`config.mk`:
```
export PLATFORM = sky130hd
export DESIGN_NAME = truth_table_sweeper
export DESIGN_NICKNAME = d
export VERILOG_FILES = /design/src/rtl/tt_pkg.sv /design/src/rtl/sweep_settle_timer.sv /design/src/rtl/truth_table_sweeper.sv
export SDC_FILE = /design/constraint.sdc
export NUM_CORES = 1
export LEC_CHECK = 0
export ABC_CLOCK_PERIOD_IN_PS = 1800
export CORE_ASPECT_RATIO = 1.5
export CORE_MARGIN = 10
export CORE_UTILIZATION = 47
export DETAILED_ROUTE_END_ITERATION = 8
export PLACE_DENSITY = 0.75
export SLEW_MARGIN = 10
export SYNTH_ARGS = -nofsm -noshare
export SYNTH_HDL_FRONTEND = slang
export SYNTH_HIERARCHICAL = 1
export SYNTH_SLANG_ARGS = --single-unit
```
`constraint.sdc`:
```
create_clock -name clk -period 1.8 [get_ports clk]
set_input_delay 0.18 -clock clk [delete_from_list [all_inputs] [get_ports clk]]
set_output_delay 0.18 -clock clk [all_outputs]
set_load 0.01 [all_outputs]
```
`src/rtl/tt_pkg.sv`:
```
// Shared types and helpers for the truth-table sweeper and its benchmarks.
package tt_pkg;

    localparam int unsigned TT_W  = 8;
    localparam int unsigned ROW_W = 3;

    typedef logic [ROW_W-1:0] row_t;

    typedef enum logic [1:0] {
        IDLE,
        SETTLE,
        SAMPLE,
        CMP
    } state_t;

    // Row k of the gate lands in table bit (7-k), so row 000 is the MSB.
    function automatic row_t row_bit(row_t k);
        return row_t'(TT_W - 1) - k;
    endfunction

endpackage

```
`src/rtl/sweep_settle_timer.sv`:
```
// Settle timer: reloads on clear, counts down while enabled, strobes expire at zero.
module sweep_settle_timer #(
    parameter int unsigned CNT_W         = 8,
    parameter int unsigned SETTLE_CYCLES = 4
) (
    input  logic clk,
    input  logic reset,
    input  logic clr_i,
    input  logic en_i,
    output logic expire_o
);

    localparam logic [CNT_W-1:0] Reload = CNT_W'(SETTLE_CYCLES - 1);

    logic [CNT_W-1:0] cnt_q;
    logic [CNT_W-1:0] cnt_d;

    always_comb begin
        cnt_d = cnt_q;
        if (clr_i) begin
            cnt_d = Reload;
        end else if (en_i && (cnt_q != '0)) begin
            cnt_d = cnt_q - CNT_W'(1);
        end
    end

    assign expire_o = en_i && (cnt_q == '0);

    always_ff @(posedge clk) begin
        if (reset) begin
            cnt_q <= '0;
        end else begin
            cnt_q <= cnt_d;
        end
    end

endmodule

```
`src/rtl/truth_table_sweeper.sv`:
```
// Walks a 3-input gate through all 8 rows, captures its truth table and compares
// it against the expected table latched when the sweep was accepted.
module truth_table_sweeper
    import tt_pkg::*;
#(
    parameter int unsigned SETTLE_CYCLES = 4,
    parameter int unsigned CNT_W         = 8
) (
    input  logic            clk,
    input  logic            reset,
    input  logic            start,
    input  logic            abort,
    input  logic [TT_W-1:0] exp_table,
    input  logic            dut_out,
    output logic            dut_in1,
    output logic            dut_in2,
    output logic            dut_in3,
    output logic            busy,
    output logic            done,
    output logic [TT_W-1:0] table_out,
    output logic [TT_W-1:0] mismatch,
    output logic            pass
);

    state_t            state_q, state_d;
    row_t              row_q, row_d;
    logic              busy_q, busy_d;
    logic              done_q, done_d;
    logic [TT_W-1:0]   table_q, table_d;
    logic [TT_W-1:0]   mismatch_q, mismatch_d;
    logic              pass_q, pass_d;
    logic [TT_W-1:0]   exp_q, exp_d;
    logic              timer_clr;
    logic              timer_en;
    logic              timer_expire;

    sweep_settle_timer #(
        .CNT_W        (CNT_W),
        .SETTLE_CYCLES(SETTLE_CYCLES)
    ) u_timer (
        .clk     (clk),
        .reset   (reset),
        .clr_i   (timer_clr),
        .en_i    (timer_en),
        .expire_o(timer_expire)
    );

    always_comb begin
        state_d    = state_q;
        row_d      = row_q;
        busy_d     = busy_q;
        done_d     = 1'b0;
        table_d    = table_q;
        mismatch_d = mismatch_q;
        pass_d     = pass_q;
        exp_d      = exp_q;
        timer_clr  = 1'b1;
        timer_en   = 1'b0;

        unique case (state_q)
            IDLE: begin
                if (start) begin
                    exp_d      = exp_table;
                    table_d    = '0;
                    mismatch_d = '0;
                    pass_d     = 1'b0;
                    row_d      = '0;
                    busy_d     = 1'b1;
                    state_d    = SETTLE;
                end
            end
            SETTLE: begin
                timer_clr = 1'b0;
                timer_en  = 1'b1;
                if (timer_expire) begin
                    state_d = SAMPLE;
                end
            end
            SAMPLE: begin
                table_d[row_bit(row_q)] = dut_out;
                if (row_q == row_t'(TT_W - 1)) begin
                    state_d = CMP;
                end else begin
                    row_d   = row_q + row_t'(1);
                    state_d = SETTLE;
                end
            end
            CMP: begin
                mismatch_d = table_q ^ exp_q;
                pass_d     = (table_q == exp_q);
                done_d     = 1'b1;
                busy_d     = 1'b0;
                row_d      = '0;
                state_d    = IDLE;
            end
            default: begin
                state_d = IDLE;
            end
        endcase

        // Abort discards whatever this cycle would have done, keeping the partial capture.
        if (abort && (state_q != IDLE)) begin
            state_d    = IDLE;
            row_d      = '0;
            busy_d     = 1'b0;
            done_d     = 1'b0;
            table_d    = table_q;
            mismatch_d = mismatch_q;
            pass_d     = pass_q;
        end
    end

    always_ff @(posedge clk) begin
        if (reset) begin
            state_q    <= IDLE;
            row_q      <= '0;
            busy_q     <= 1'b0;
            done_q     <= 1'b0;
            table_q    <= '0;
            mismatch_q <= '0;
            pass_q     <= 1'b0;
            exp_q      <= '0;
        end else begin
            state_q    <= state_d;
            row_q      <= row_d;
            busy_q     <= busy_d;
            done_q     <= done_d;
            table_q    <= table_d;
            mismatch_q <= mismatch_d;
            pass_q     <= pass_d;
            exp_q      <= exp_d;
        end
    end

    assign {dut_in1, dut_in2, dut_in3} = row_q;
    assign busy      = busy_q;
    assign done      = done_q;
    assign table_out = table_q;
    assign mismatch  = mismatch_q;
    assign pass      = pass_q;

endmodule
```
* Word-level counts from Yosys, hierarchy flattened
Index checks and enable logic that the tools add are counted. W data, S select, Z words.
Storage, ports and cells: register bits 40, bits of input ports 13, output and inout bits 22, word-level logic and storage cells 67
Cells by class: add/sub/neg operators 3, $lt $le $gt $ge 2, equal/unequal tests 9, multiplexer cells 21, bitwise operators 3, reduce and logical (&&, ||, !) cells 19
Operator list (number):
- $pmux W8 S2 | 2
- $mux W2 | 5
- $pmux W3 S3 | 1
- $reduce_and A3 Y1 | 3
- $bwmux W8 | 1
- $eq A8 B8 Y1 | 1
- $logic_not A8 Y1 | 1
- $mux W8 | 1
- $pmux W2 S4 | 1
- $reduce_bool A8 Y1 | 1
- $sub A8 B1 Y8 const B | 1
- $xor A8 B8 Y8 | 1
- $mux W3 | 2
- $ne A2 B2 Y1 const B | 3
- $reduce_and A2 Y1 | 3
- $reduce_bool A2 Y1 | 3
- $mux W1 | 5
- $eq A2 B2 Y1 const B | 2
- $logic_and A1 B1 Y1 | 4
- $lt A3 B4 Y1 const B | 1
- $pmux W1 S2 | 2
- $reduce_or A2 Y1 | 2
- $add A3 B1 Y3 const B | 1
- $demux W1 S3 | 1
- 8 further kinds | 9

* Depth between registers and ports, before layout
Gate-level depths: netlist of the first run.
word-level depth 7, depth in mapped cells 8, mapped depth without buffers 8

* Hierarchy
The synthesis of the first run kept the hierarchy.
By module, submodules not included:
- truth_table_sweeper | instances 1, cells an instance 188, area each 1507.7 um^2, seq. area each 640.6 um^2
- sweep_settle_timer | instances 1, cells an instance 53, area each 466.7 um^2, seq. area each 160.2 um^2

* Least setup slack after synthesis of the first run
OpenSTA, ideal clock, no wires.
path type flip-flop to flip-flop, start register state_q[1], end register u_timer.cnt_q[7], setup time 0.070 ns, arrival 1.695 ns, data required time 1.730 ns, slack 0.035 ns, stages on the path, launching flop included 6, path buffers 0, cell sequence dfxtp_1 -> inv_1 -> ha_1 -> or4b_4 -> or4_1 -> a21oi_1
Between the ends: cells in the longest elaborated chain, start to end 3, elaborated cells between the ends (all ways) 5
RTL lines:
- start, declared | line truth_table_sweeper.sv:25 | state_t state_q, state_d;
- start signal, assigned | line truth_table_sweeper.sv:124 | state_q <= state_d;
- $eq A2 B1 Y1 | line truth_table_sweeper.sv:60 | unique case (state_q)
- $mux W1 | line truth_table_sweeper.sv:60
- net timer_en | line truth_table_sweeper.sv:34 | logic timer_en;
- $logic_and A1 B1 Y1 | line sweep_settle_timer.sv:22 | end else if (en_i && (cnt_q != '0)) begin
- end signal, assigned | line sweep_settle_timer.sv:33 | cnt_q <= cnt_d;
- end, declared | line sweep_settle_timer.sv:15 | logic [CNT_W-1:0] cnt_q;
The timed path passes the listed nets, and every way through them passes these cells. A chain may end at the register's enable or synchronous reset.

* Worst setup path in the final report of the first run
Same ends and word-level chain as after synthesis.

==> results of run 1 <==
-- logic make-up after synthesis --
group,share of synthesized area
adder cells (fa/ha/maj),0.0570
AO/OA/AOI/OAI,0.178
XOR/XNOR,0.0355
multiplexers,0.0108
flip-flops,0.406
AND/OR/NAND/NOR,0.273
buffers and inverters,0.0399
-- metrics by stage --
step	instances	hold WS, ns	area, sq um
after detailed placement	323	0.450	2420
final	330	0.444	2560
after global placement	323	0.445	2420
after floorplan	241	0.259	1970
after CTS	330	0.443	2550
after global routing	330	0.467	2560
-- routing by layer --
metal,GRT usage,up-vias,part of all wire
li1,-,947,-
met1,0.164,880,0.43
met2,0.218,50,0.48
met3,0.0428,7,0.069
met4,0.0587,0,0.016
met5,0,-,0
-- power groups by stage --
stage,clock network [mW],logic (mW),registers [mW]
global route,0.906,1.14,1.04
finish,0.852,1.02,1.04
detailed placement,0,1.00,1.05
global placement,0,0.987,1.05
floorplan,0,0.692,1.04
CTS,0.861,1.02,1.03
-- final timing paths --
kind	start	to	slack, ns
hold reg to reg	mismatch[5]$_SDFFE_PP0P_	mismatch[5]$_SDFFE_PP0P_	0.46
hold / removal	exp_table[4]	exp_q[4]$_SDFFE_PP0P_	0.44
setup / recovery	state_q[1]$_SDFFE_PP0P_	u_timer/cnt_q[7]$_SDFFE_PP0P_	0.04
setup reg to reg	state_q[1]$_SDFFE_PP0P_	u_timer/cnt_q[7]$_SDFFE_PP0P_	0.04
-- layout by cell type (no fill, tap or decap), types with 2 or more instances in the layout --
master,n
nand2b_1,2
or2_2,2
xor2_1,8
buf_4,13
nand3b_1,2
o21ai_1,9
clkbuf_8,5
nand2_1,30
clkdlybuf4s50_1,34
nor2b_1,5
a31oi_1,2
nor4_1,5
a21o_1,2
inv_2,2
nand3_1,22
nor2b_2,3
nor4_2,2
nand4_1,2
inv_1,7
nor2_1,5
ha_1,9
o21ai_0,4
a21oi_1,39
nor3_1,5
or3_1,4
bufinv_16,2
dfxtp_1,39
or4_1,3
-- worst max-delay path, delay by kind of cell (launching register included) --
kind	cells	cell delay [ns]
AO/OA/AOI/OAI	1	0.15
AND/OR/NAND/NOR	2	0.93
flip-flops	1	0.32
buffers and inverters	1	0.11
adder cells (fa/ha/maj)	1	0.18
-- registers in the layout, indices dropped and copies added (netlist names) --
| name | flops |
|---|---|
| mismatch | 8 |
| u_timer/cnt_q | 8 |
| row_q | 3 |
| exp_q | 8 |
| state_q | 2 |
| done | 1 |
| table_out | 8 |
| busy | 1 |
| pass | 1 |
-- repair_timing --
| action | CTS | global route |
|---|---|---|
| endpoints found under the hold margin | 0 | 0 |
| setup endpoints to repair | 0 | 4 |
| gates resized for setup | 0 | 4 |
| hold buffers | 0 | 0 |
-- layout make-up --
type | instances | area [sq um] | share of cell area
multi-input combinational | 182 | 1100 | 0.431
sequential | 40 | 802 | 0.313
timing repair buffer | 47 | 438 | 0.171
clock buffer | 5 | 68.8 | 0.0269
clock inverter | 2 | 60.1 | 0.0234
tap | 45 | 56.3 | 0.0220
inverter | 9 | 33.8 | 0.0132
==> metrics.csv, run 1 <==
metric;value;unit
tritoncts;yes;
overflow;0;
vias;1884;
rows;28;
die-area;7250;sq um
hold_viol;0;
clk_latency;0.29;ns
grt_use_total;0.137;
min_period_over_period;0.979;
cellPowerDensity;1140;nW/um^2
initial_utilization;0.494;
nets;307;
ys_types;42;
ios;35;
crit_slowest_cell;or4b_4;
power_leakage;0.980;nW
clockBufferDepth;2;
wire_per_inst;15.1;um
synth_area;1970;sq um
cts-buffers-inserted;5;
cts_setup_buffers;0;
drive_gt1_frac;0.130;
min_period;1.76;ns
drt_wl_total;4970;um
synthTopCellsByArea;dfxtp_1 41%, a21oi_1 10%, ha_1 5.7%;
switching_share;0.339;
reg2reg_depth;5;
setup_viol;0;
die_w;72.9;um
drt_iter0_markers;140;
end_kind;flop;
diodes;0;
pre_cts_ws;0.104;ns
numPortBuffers;34;
drc;0;
synth.avg_cell_area;8.19;sq um
die_h;99.4;um
setup_ws;0.0376;ns
grt_pass1_wl;8250;um
max_freq;0.567;GHz
status;completed;
fin_setup_tns;0;ns
final_util;0.642;
min_path_cells;3;
avgViaCountPerCell;5.71;
power_frac_seq;0.356;
cp-start-kind;flop;
core_area;3990;sq um
grt_max_degree;14;
synth_top_area_frac;0.406;
syn_to_final_growth;29.8;%
power.internal;1.93;mW
synthFlopType;dfxtp_1;
htreeDepth;2;
dpl.hpwl;3710;um
totalPowerFinal;2.91;mW
synth_commonest_cells;40 x a21oi_1, 40 x dfxtp_1, 30 x nand2_1;
tightestPinTransition;0.444;ns
cp_cell_sequence;inv_1, ha_1, or4b_4, or4_1, a21oi_2;
routabilityCongestion;0.873;
peakVddDrop;0.000954;V
nFillCells;363;
synth_edf_count;0;
yosysSeqAreaShare;0.406;
final_antenna_net_count;0;
synth_top_cell_by_area;dfxtp_1;
root_buffer;clkbuf_8;
drv_cap;0;
power_switching;987;uW
rsz0062_at_grt;true;
cts.sinks;40;
synth-seq-cells;40;
cp.required;2.02;ns
clkSlewWorstSetupHoldPaths;0.08;ns
comb_power_share;0.352;
synthesis.nets;263;
postSynth.asyncResetShare;0;
first_global_vias;1803;
yosysWarnings;6;
relSlewSlack;0.701;
first_pass_iters;4;
power.share.clock;0.293;
syn_inst;241;
maxSlewViolCount;0;
finalClockSkew;0.00608;ns
crit_path_max_fanout;5;
hold_path_class;input port to flop;
antenna_found_initial;0;
max_stage_delay;0.49;ns
critPathKind;flop to flop;
arrival;1.99;ns
Note: power is estimated with default switching activity, not from simulation.
==> inputs of run 2 (changes only) <==
--- a/config.mk
+++ b/config.mk
@@ -14,5 +14,4 @@
 export SLEW_MARGIN = 10
 export SYNTH_ARGS = -nofsm -noshare
 export SYNTH_HDL_FRONTEND = slang
-export SYNTH_HIERARCHICAL = 1
 export SYNTH_SLANG_ARGS = --single-unit
==> run 2 against run 1 <==
  * Setup slack better by 0.067 ns
  * Via count shrank 9.0%
  * Highest routed layer unchanged
  * Sequential power is essentially flat
  * Sequential share of layout area is 0.064 points higher
  * Power fell by 0.74%
==> metrics.csv, run 2 <==
metric;value;unit;change
status;completed;;
core_area;3990;sq um;unchanged
synthesis.nets;253;;-3.8%
synth.avg_cell_area;8.46;sq um;+3.2%
synthFlopType;dfxtp_1;;
dpl.hpwl;3470;um;-6.6%
timing.hold.ws;0.434;ns;-0.0104 ns
synth_most_common_cell;dfxtp_1;;
drt_wl_total;4620;um;-7.0%
initial_utilization;0.489;;-0.00533
die_w;72.6;um;-0.39%
crit_path_max_fanout;4;;-1
cts.sinks;40;;unchanged
syn_inst;231;;-4.1%
crit_slowest_cell;or4b_4;;
antenna_found_initial;0;;unchanged
use_met3;0.0321;;-0.0107
drt_iter0_markers;63;;-55%
final_antenna_net_count;0;;unchanged
power_leakage;0.998;nW;+1.9%
clk_latency;0.29;ns;about the same
ys_types;40;;-4.8%
diodes;0;;unchanged
rows;28;;unchanged
yosysWarnings;0;;-6
synth_edf_count;0;;unchanged
grt_use_met1;0.146;;-0.0175
synth_area;1950;sq um;-1.1%
tritoncts;yes;;
yosysSeqAreaShare;0.410;;+0.00442
vias;1715;;-9.0%
setup_viol;0;;unchanged
cpLargestDelayFamily;simple AND/OR/NAND/NOR gates;;
numPortBuffers;34;;unchanged
cellPowerDensity;1130;nW/um^2;-0.69%
final_cell_mix;38 x dfxtp_1, 34 x clkdlybuf4s50_1, 31 x a21oi_1;;
cp_cell_sequence;inv_1, ha_1, or4b_4, a2111oi_4, xnor2_1, nor2_1;;
ios;35;;unchanged
htreeDepth;2;;unchanged
routabilityCongestion;0.777;;-11%
drv_cap;0;;unchanged
synth_top_area_frac;0.410;;+0.00442
peakVddDrop;0.000820;V;-14%
critPathKind;flop to flop;;
cts_setup_buffers;0;;unchanged
finalClockSkew;0.00506;ns;-0.00102 ns
use_met2;0.222;;+0.00402
drc;0;;unchanged
drive_gt1_frac;0.116;;-0.0135
hold_viol;0;;unchanged
die_h;99.0;um;-0.43%
synth_top_cell_by_area;dfxtp_1;;
maxSlewViolCount;0;;unchanged
end_kind;flop;;
relSlewSlack;0.698;;-0.00302
max_stage_delay;0.51;ns;+0.02 ns
grt_max_degree;30;;+16
postSynth.asyncResetShare;0;;unchanged
synthTopCellsByArea;dfxtp_1 41%, a21oi_1 8.2%, ha_1 5.8%;;
arrival;1.88;ns;-0.11 ns
root_buffer;clkbuf_8;;
clockBufferDepth;2;;unchanged
nets;296;;-3.6%
hold_path_class;input port to flop;;
cp-start-kind;flop;;
min_period;1.70;ns;-0.0669 ns
grt_pass1_wl;7780;um;-5.7%
avgViaCountPerCell;5.36;;-6.1%
clkSlewWorstSetupHoldPaths;0.08;ns;about the same
mostFrequentLayoutCell;dfxtp_1;;
cts-buffers-inserted;5;;unchanged
cp.required;1.98;ns;-0.04 ns
critPathBufInv;1;;unchanged
tightestPinTransition;0.449;ns;+0.00486 ns
min_period_over_period;0.942;;-0.0372
synth_commonest_cells;40 x dfxtp_1, 32 x a21oi_1, 27 x nand2_1;;
overflow;0;;unchanged
totalPowerFinal;2.89;mW;-0.74%
syn_to_final_growth;31.1;%;
top_usage_layer;met2;;
synth-seq-cells;40;;unchanged
die-area;7190;sq um;-0.82%
max_freq;0.590;GHz;+3.9%
first_pass_iters;4;;unchanged
first_global_vias;1687;;-6.4%
wire_per_inst;14.5;um;-4.1%
grt_use_total;0.132;;-0.00538
[run 2: through the flow]
step | utilization | area, sq um | TNS (ns) | worst slack, ns | std cells
global placement | 0.600 | 2400 | 0 | 0.0644 | 312
finish | 0.641 | 2560 | 0 | 0.105 | 320
floorplan | - | 1950 | 0 | 0.0738 | 231
detailed placement | 0.600 | 2400 | 0 | 0.0473 | 312
CTS | 0.631 | 2520 | 0 | 0.0173 | 320
global route | 0.641 | 2560 | -0.0160 | -0.0160 | 320
[run 2: cells by family (layout without fill, tap and decap cells)]
| logic type | count (synthesis) | count (layout) | share of synthesized area |
|---|---|---|---|
| simple gates | 84 | 84 | 0.218 |
| xor+xnor | 11 | 11 | 0.0493 |
| flops | 40 | 40 | 0.410 |
| buf+inv | 20 | 64 | 0.0391 |
| mux | 12 | 12 | 0.0621 |
| fa+ha+maj | 9 | 9 | 0.0577 |
| compound gates | 55 | 55 | 0.163 |
[run 2: final timing paths]
check                                from                             to  slack, ns  depth (start not counted)
hold reg to reg         pass$_SDFFE_PP0P_              pass$_SDFFE_PP0P_       0.47                          2
setup / recovery  state_q[1]$_SDFFE_PP0P_  u_timer.cnt_q[5]$_SDFFE_PP0P_       0.10                          6
setup reg to reg  state_q[1]$_SDFFE_PP0P_  u_timer.cnt_q[5]$_SDFFE_PP0P_       0.10                          6
hold / removal               exp_table[4]          exp_q[4]$_SDFFE_PP0P_       0.43                          3
[run 2: cell type report]
class	instances	area, sq um
Clock buffer	6	82.6
Clock inverter	2	38.8
Fill cell	346	1430
Inverter	11	41.3
Multi-Input combinational cell	171	1110
Sequential cell	40	803
Tap cell	45	56.3
Timing Repair Buffer	45	427
[run 2: power by group]
group	total, mW	switching [mW]	internal (mW)
clock network	0.771	0.318	0.453
registers	1.04	0.0717	0.968
logic	1.08	0.581	0.499
[run 2: repair_timing]
item / in CTS / in global routing
endpoints found under the setup margin: 0 / 17
hold buffers: 0 / 0
resized for setup: 0 / 12
[run 2: per-layer routing]
metal / share of wire / wire, um / vias to the layer above
met5: 0 / 0 / -
met4: 0.028 / 129 / 0
met3: 0.038 / 178 / 11
met2: 0.53 / 2450 / 33
met1: 0.40 / 1870 / 783
li1: - / - / 888
[run 2: worst reg2reg max path, delay by kind of cell (launching register included)]
kind / cells / cell delay, ns
adders and majority gates: 1 / 0.18
and+or+nand+nor: 2 / 0.56
buffers and inverters: 1 / 0.13
AOI/OAI and AO/OA: 1 / 0.23
xor gates and xnor gates: 1 / 0.15
DFF: 1 / 0.35
==> inputs of run 3 (changes only) <==
--- a/config.mk
+++ b/config.mk
@@ -5,13 +5,11 @@
 export SDC_FILE = /design/constraint.sdc
 export NUM_CORES = 1
 export LEC_CHECK = 0
-export ABC_CLOCK_PERIOD_IN_PS = 1800
 export CORE_ASPECT_RATIO = 1.5
 export CORE_MARGIN = 10
 export CORE_UTILIZATION = 47
 export DETAILED_ROUTE_END_ITERATION = 8
 export PLACE_DENSITY = 0.75
-export SLEW_MARGIN = 10
 export SYNTH_ARGS = -nofsm -noshare
 export SYNTH_HDL_FRONTEND = slang
 export SYNTH_SLANG_ARGS = --single-unit
==> results of run 3 <==
Final layout, timing and power as in run 2 (identical DEF).
==> RTL change 1: new RTL, flow settings as in run 3 <==
Register the output `dut_in1`; this adds one clock of latency there. The other outputs are not delayed to match.
--- a/src/rtl/truth_table_sweeper.sv
+++ b/src/rtl/truth_table_sweeper.sv
@@ -21,6 +21,8 @@
     output logic [TT_W-1:0] mismatch,
     output logic            pass
 );
+
+    logic dut_in1_d;
 
     state_t            state_q, state_d;
     row_t              row_q, row_d;
@@ -132,11 +134,15 @@
         end
     end
 
-    assign {dut_in1, dut_in2, dut_in3} = row_q;
+    assign {dut_in1_d, dut_in2, dut_in3} = row_q;
     assign busy      = busy_q;
     assign done      = done_q;
     assign table_out = table_q;
     assign mismatch  = mismatch_q;
     assign pass      = pass_q;
 
+    always_ff @(posedge clk) begin
+        dut_in1 <= dut_in1_d;
+    end
+
 endmodule
Behaviour: same outputs for any inputs over 10 cycles, from zero or initial values and one cycle with reset high; that may be too few to reach the edited logic, so the function may still have changed.
==> RTL change 1 against run 3 <==
Synthesized area grew 1.0%; global-route usage grew 0.34 points; non-clock buffer count grew 1; clock skew grew 0.0011 ns; sequential cell count grew 1; setup slack gained 0.016 ns; total power grew 6.4%; final cell count grew 0.63%; wire length grew 3.4%; design area grew 1.4%; die area grew 0.78%; critical path type unchanged; critical endpoint is now u_timer.cnt_q[1]; largest cell class unchanged.
==> RTL change 1: results (changes against run 3) <==
For the maximum number of pins on one net before global-route repair, the log shows 30 (unchanged). Worst-case headroom to the max-slew limit: 0.697 (-0.00188). Master of the slowest instance on the critical path: sky130_fd_sc_hd__nor4_4. The detailed-routing iteration count for the pre-antenna-repair pass was 4 (unchanged). For the post-route clock skew, the log shows 0.00618 ns (+0.00112 ns).

The maximum vdd drop is 0.805 mV (-1.8%), and the adder-cell area share of the yosys netlist is 0.0571 (-0.000585). The logs give 298 (+0.68%) for the total number of nets in the final design and 2420 um^2 (+0.84%) for the cell area after placement. The post-CTS setup-driven buffer insertion count was 0 (unchanged). Type of the tightest min-delay check: input port to register. The peak fanout along the critical path is 6 (+2). By count the netlist is led by 41 x sky130_fd_sc_hd__dfxtp_1, 32 x sky130_fd_sc_hd__a21oi_1, 27 x sky130_fd_sc_hd__nand2_1.

The flow ran to the end, and the final reports show no timing, DRC or antenna violations. The share of cell area taken by muxes after synthesis was 0.0615 (-0.000630); the iteration-0 DRC count of the detailed router was 129 (+100%). The tools report the via count as 1764 (+2.9%). By area the synthesized netlist is led by sky130_fd_sc_hd__dfxtp_1 42%, sky130_fd_sc_hd__a21oi_1 8.1%, sky130_fd_sc_hd__ha_1 5.7%, sky130_fd_sc_hd__mux2i_1 5.6%, sky130_fd_sc_hd__nand2_1 5.1%. The run gives 0 (unchanged) as the count of synthesis-stage warnings from yosys. The tools report the share of the yosys chip area belonging to registers as 0.416 (+0.00599).

The proportion of layout cells with a drive suffix above 1 is 0.108 (-0.00806). The xor and xnor fraction of the mapped netlist area works out to 0.0488 (-0.000500). For the global-route usage over all layers, the log shows 0.135 (+0.00338). The quantity of gates resized following cts was 1 (+1). The number of I/O port buffers came out at 34 (unchanged). Number of global-route vias before repair: 1723 (+2.1%).

The fraction of power consumed by sequential logic is 0.344 (-0.016), and the average wire per cell in the routed design is 14.9 um (+2.8%). The compound-gate portion of the synthesized area is 0.162 (-0.00166). The tools report the final cell count without fillers as 322 (+0.63%).

The wire length of the first global-routing pass is 7970 um (+2.5%), and the initial antenna violation count is 0 (unchanged). The internal cell power was 2060 uW (+7.3%); the source-to-sink clock delay at the later pin of the worst-skew pair was 0.30 ns. The logs give -0.00132 ns (-0.0487 ns) for the worst-case setup slack after placement and 313 (+0.32%) for the number of placed instances with taps included. The synthesized netlist net count came out at 254 (+0.40%). The clock tree buffer depth was 2 (unchanged). CTS placed an instance of sky130_fd_sc_hd__clkbuf_8 at the clock tree root. For the endpoint arrival time on the critical path, the log shows 1.91 ns (+0.03 ns). The cell leakage power came out at 0.00102 uW (+2.4%). The tools report the overall power after layout as 3080 uW (+6.4%). The tools report the last weighted congestion value of the routability-driven placer as 0.825 (+6.1%).

The HPWL after detailed placement is 3560 um (+2.8%), and the count of filler cells inserted in the layout is 363 (+4.9%). The synthesized area per cell came out at 8.50 um^2 (+0.59%). The tools report the power share of the combinational group as 0.361 (-0.012). TritonCTS built the clock tree.
==> RTL change 1: final cells by class <==
| cell class | instances | area [um^2] | area share |
|---|---|---|---|
| multi-input cells | 171 | 1100 | 0.425 |
| flip-flops and latches | 41 | 823 | 0.317 |
| repair buffers | 46 | 434 | 0.167 |
| clock buffers | 5 | 68.8 | 0.0265 |
| clock inverters | 3 | 68.8 | 0.0265 |
| well taps | 45 | 56.3 | 0.0217 |
| inverters | 11 | 41.3 | 0.0159 |
==> RTL change 1: layer usage <==
metal	vias to the layer above	wire, um	track usage
met2	38	2560	0.234
met4	0	85	0.0601
met3	7	234	0.0398
met1	828	1900	0.145
met5	-	0	0
li1	891	-	-
==> RTL change 1: final timing paths <==
check	from	to	slack [ns]	depth (start not counted)
min	exp_table[3]	exp_q[3]	0.42	3
max	u_timer.cnt_q[4]	u_timer.cnt_q[1]	0.12	4
min reg2reg	exp_q[5]	exp_q[5]	0.47	2
max reg2reg	u_timer.cnt_q[4]	u_timer.cnt_q[1]	0.12	4
==> RTL change 2: new RTL, config.mk and constraints of run 3 <==
Without the edit above. `CNT_W` is set to 8 in 2 places; all go to 9.
--- a/src/rtl/sweep_settle_timer.sv
+++ b/src/rtl/sweep_settle_timer.sv
@@ -1,6 +1,6 @@
 // Settle timer: reloads on clear, counts down while enabled, strobes expire at zero.
 module sweep_settle_timer #(
-    parameter int unsigned CNT_W         = 8,
+    parameter int unsigned CNT_W         = 9,
     parameter int unsigned SETTLE_CYCLES = 4
 ) (
     input  logic clk,
--- a/src/rtl/truth_table_sweeper.sv
+++ b/src/rtl/truth_table_sweeper.sv
@@ -4,7 +4,7 @@
     import tt_pkg::*;
 #(
     parameter int unsigned SETTLE_CYCLES = 4,
-    parameter int unsigned CNT_W         = 8
+    parameter int unsigned CNT_W         = 9
 ) (
     input  logic            clk,
     input  logic            reset,
Check against the original RTL: same outputs for any inputs over 10 cycles, from zero or initial values and one cycle with reset high; that may be too few to reach the edited logic, so the function may still have changed.
==> RTL change 2 against run 3 <==
Count of clock-buffer cells in the layout did not move; maximum frequency decreased by 1.7%; total power fell by 5.3%; wire length up 5.6%; design area up 0.73%; sequential cell count is 1 higher; setup slack got worse by 0.029 ns; synthesized area up 1.5%; die area grew 1.2%; synthesized cell count rose by 2.6%; non-clock buffer count grew 6; critical path type unchanged.
==> RTL change 2: results (changes against run 3) <==
The worst-case setup slack after placement is -0.132 ns (-0.179 ns). The proportion of layout cells with a drive suffix above 1 was 0.130 (+0.0139); the iteration-0 DRC count of the detailed router was 102 (+62%). By area the synthesized netlist is led by sky130_fd_sc_hd__dfxtp_1 41%, sky130_fd_sc_hd__a21oi_1 7.6%, sky130_fd_sc_hd__nand2_1 5.9%, sky130_fd_sc_hd__ha_1 5.0%, sky130_fd_sc_hd__xor2_1 4.9%.

The final cell count without fillers is 329 (+2.8%), and the via count is 1825 (+6.4%). The synthesized area per cell was 8.37 um^2 (-1.0%); the cell area after placement was 2450 um^2 (+2.4%). The wire length of the first global-routing pass came out at 8070 um (+3.7%).

The run gives 41 (+2.5%) as the count of distinct cell types in the synthesized netlist. The peak fanout along the critical path was 8 (+4). The tools report the total number of nets in the final design as 304 (+2.7%). Last weighted congestion value of the routability-driven placer: 0.872 (+12%). The endpoint arrival time on the critical path came out at 1.96 ns (+0.08 ns). The post-route clock skew is 0.00464 ns (-0.000419 ns), and the HPWL after detailed placement is 3640 um (+5.1%).

The worst hold path terminates at exp_q[1]. The tools report the number of placed instances with taps included as 321 (+2.9%). Counting flops per register, the top entry is u_timer.cnt_q. The total wire length after detailed routing is 4880 um (+5.6%), and the global-route usage over all layers is 0.135 (+0.00286).

The synthesized netlist net count came out at 258 (+2.0%). Cell leakage power: 0.000978 uW (-2.0%). The commonest cells after synthesis are 41 x sky130_fd_sc_hd__dfxtp_1, 31 x sky130_fd_sc_hd__nand2_1, 30 x sky130_fd_sc_hd__a21oi_1.

The number of inserted diodes was 0 (unchanged). The number of global-route vias before repair is 1742 (+3.3%), and the number of flip-flops in the largest register is 9. The tools report the worst min-delay path startpoint as exp_table[1]. For the worst hold-check slack, the log shows 0.436 ns (+0.00240 ns).

The worst-case headroom to the max-slew limit is 0.639 (-0.0595). Type of the tightest min-delay check: input port to register. The setup slack on the worst flop-to-flop path is 0.08 ns (-0.03 ns), and the maximum vdd drop is 1.00 mV (+22%). The worst reg2reg path endpoint is state_q[1]. The most critical setup path has its startpoint at u_timer.cnt_q[0].

The flow ran to the end, and the final reports show no timing, DRC or antenna violations.
## RTL change 2: cell types whose count changed after synthesis, moves of 3 or more
cell	delta
sky130_fd_sc_hd__o32ai_1	+5
sky130_fd_sc_hd__nor2_1	-7
sky130_fd_sc_hd__mux2i_1	-11
sky130_fd_sc_hd__xor2_1	+3
sky130_fd_sc_hd__a211oi_1	-3
sky130_fd_sc_hd__nand3_1	+7
sky130_fd_sc_hd__nand2b_1	+3
sky130_fd_sc_hd__nand2_1	+4
sky130_fd_sc_hd__and2_1	-7
sky130_fd_sc_hd__nand3b_1	+3
sky130_fd_sc_hd__clkbuf_1	+4
sky130_fd_sc_hd__nor3b_1	+4
## RTL change 2: worst max-delay path by stage
stage | end | slack (ns) | cells past startpoint
global placement | mismatch[7] | -0.09 | 5
floorplan | mismatch[7] | 0.11 | 6
detailed placement | mismatch[7] | -0.13 | 5
finish | state_q[1] | 0.08 | 6
global route | state_q[1] | -0.01 | 6
CTS | pass | 0.03 | 7
## RTL change 2: repair_timing
| item | CTS | global route |
|---|---|---|
| hold buffers | 0 | 0 |
| resized for setup | 1 | 8 |
| pin swaps | 0 | 1 |
| endpoints found under the setup margin | 8 | 13 |
## RTL change 2: power by group
part           leakage, uW  internal, uW  switching (uW)
clock            0.0000450           269             311
combinational     0.000600           487             639
sequential        0.000333           981            50.4
## RTL change 2: cells by family (layout without fill, tap and decap cells)
family	Yosys count	count (layout)	synth area share
and+or+nand+nor	97	97	0.261
adders and majority gates	8	8	0.0505
DFF	41	41	0.414
buffers and inverters	21	68	0.0435
xor gates and xnor gates	13	13	0.0574
AOI/OAI and AO/OA	57	57	0.174
## RTL change 2: routing by layer
metal	share of wire	GRT usage
met5	0	0
met1	0.41	0.152
met2	0.52	0.226
met4	0.012	0.0528
met3	0.055	0.0408
## RTL change 2: critical path, cell delays in order, from the launching register on
cell and delay, ns:
sky130_fd_sc_hd__dfxtp_2 0.34, sky130_fd_sc_hd__inv_1 0.06, sky130_fd_sc_hd__ha_2 0.19, sky130_fd_sc_hd__or4b_4 0.54, sky130_fd_sc_hd__nand2b_4 0.20, sky130_fd_sc_hd__a21oi_4 0.18
sky130_fd_sc_hd__a41o_1 0.17
## RTL change 2: final cells by class
cell class                 count  area (um^2)
clock buffer                   6         72.6
inverter                       9         33.8
timing repair buffer          51          468
sequential                    41          822
clock inverter                 2         10.0
multi-input combinational    175         1120
tap                           45         56.3
fill                         347         1450
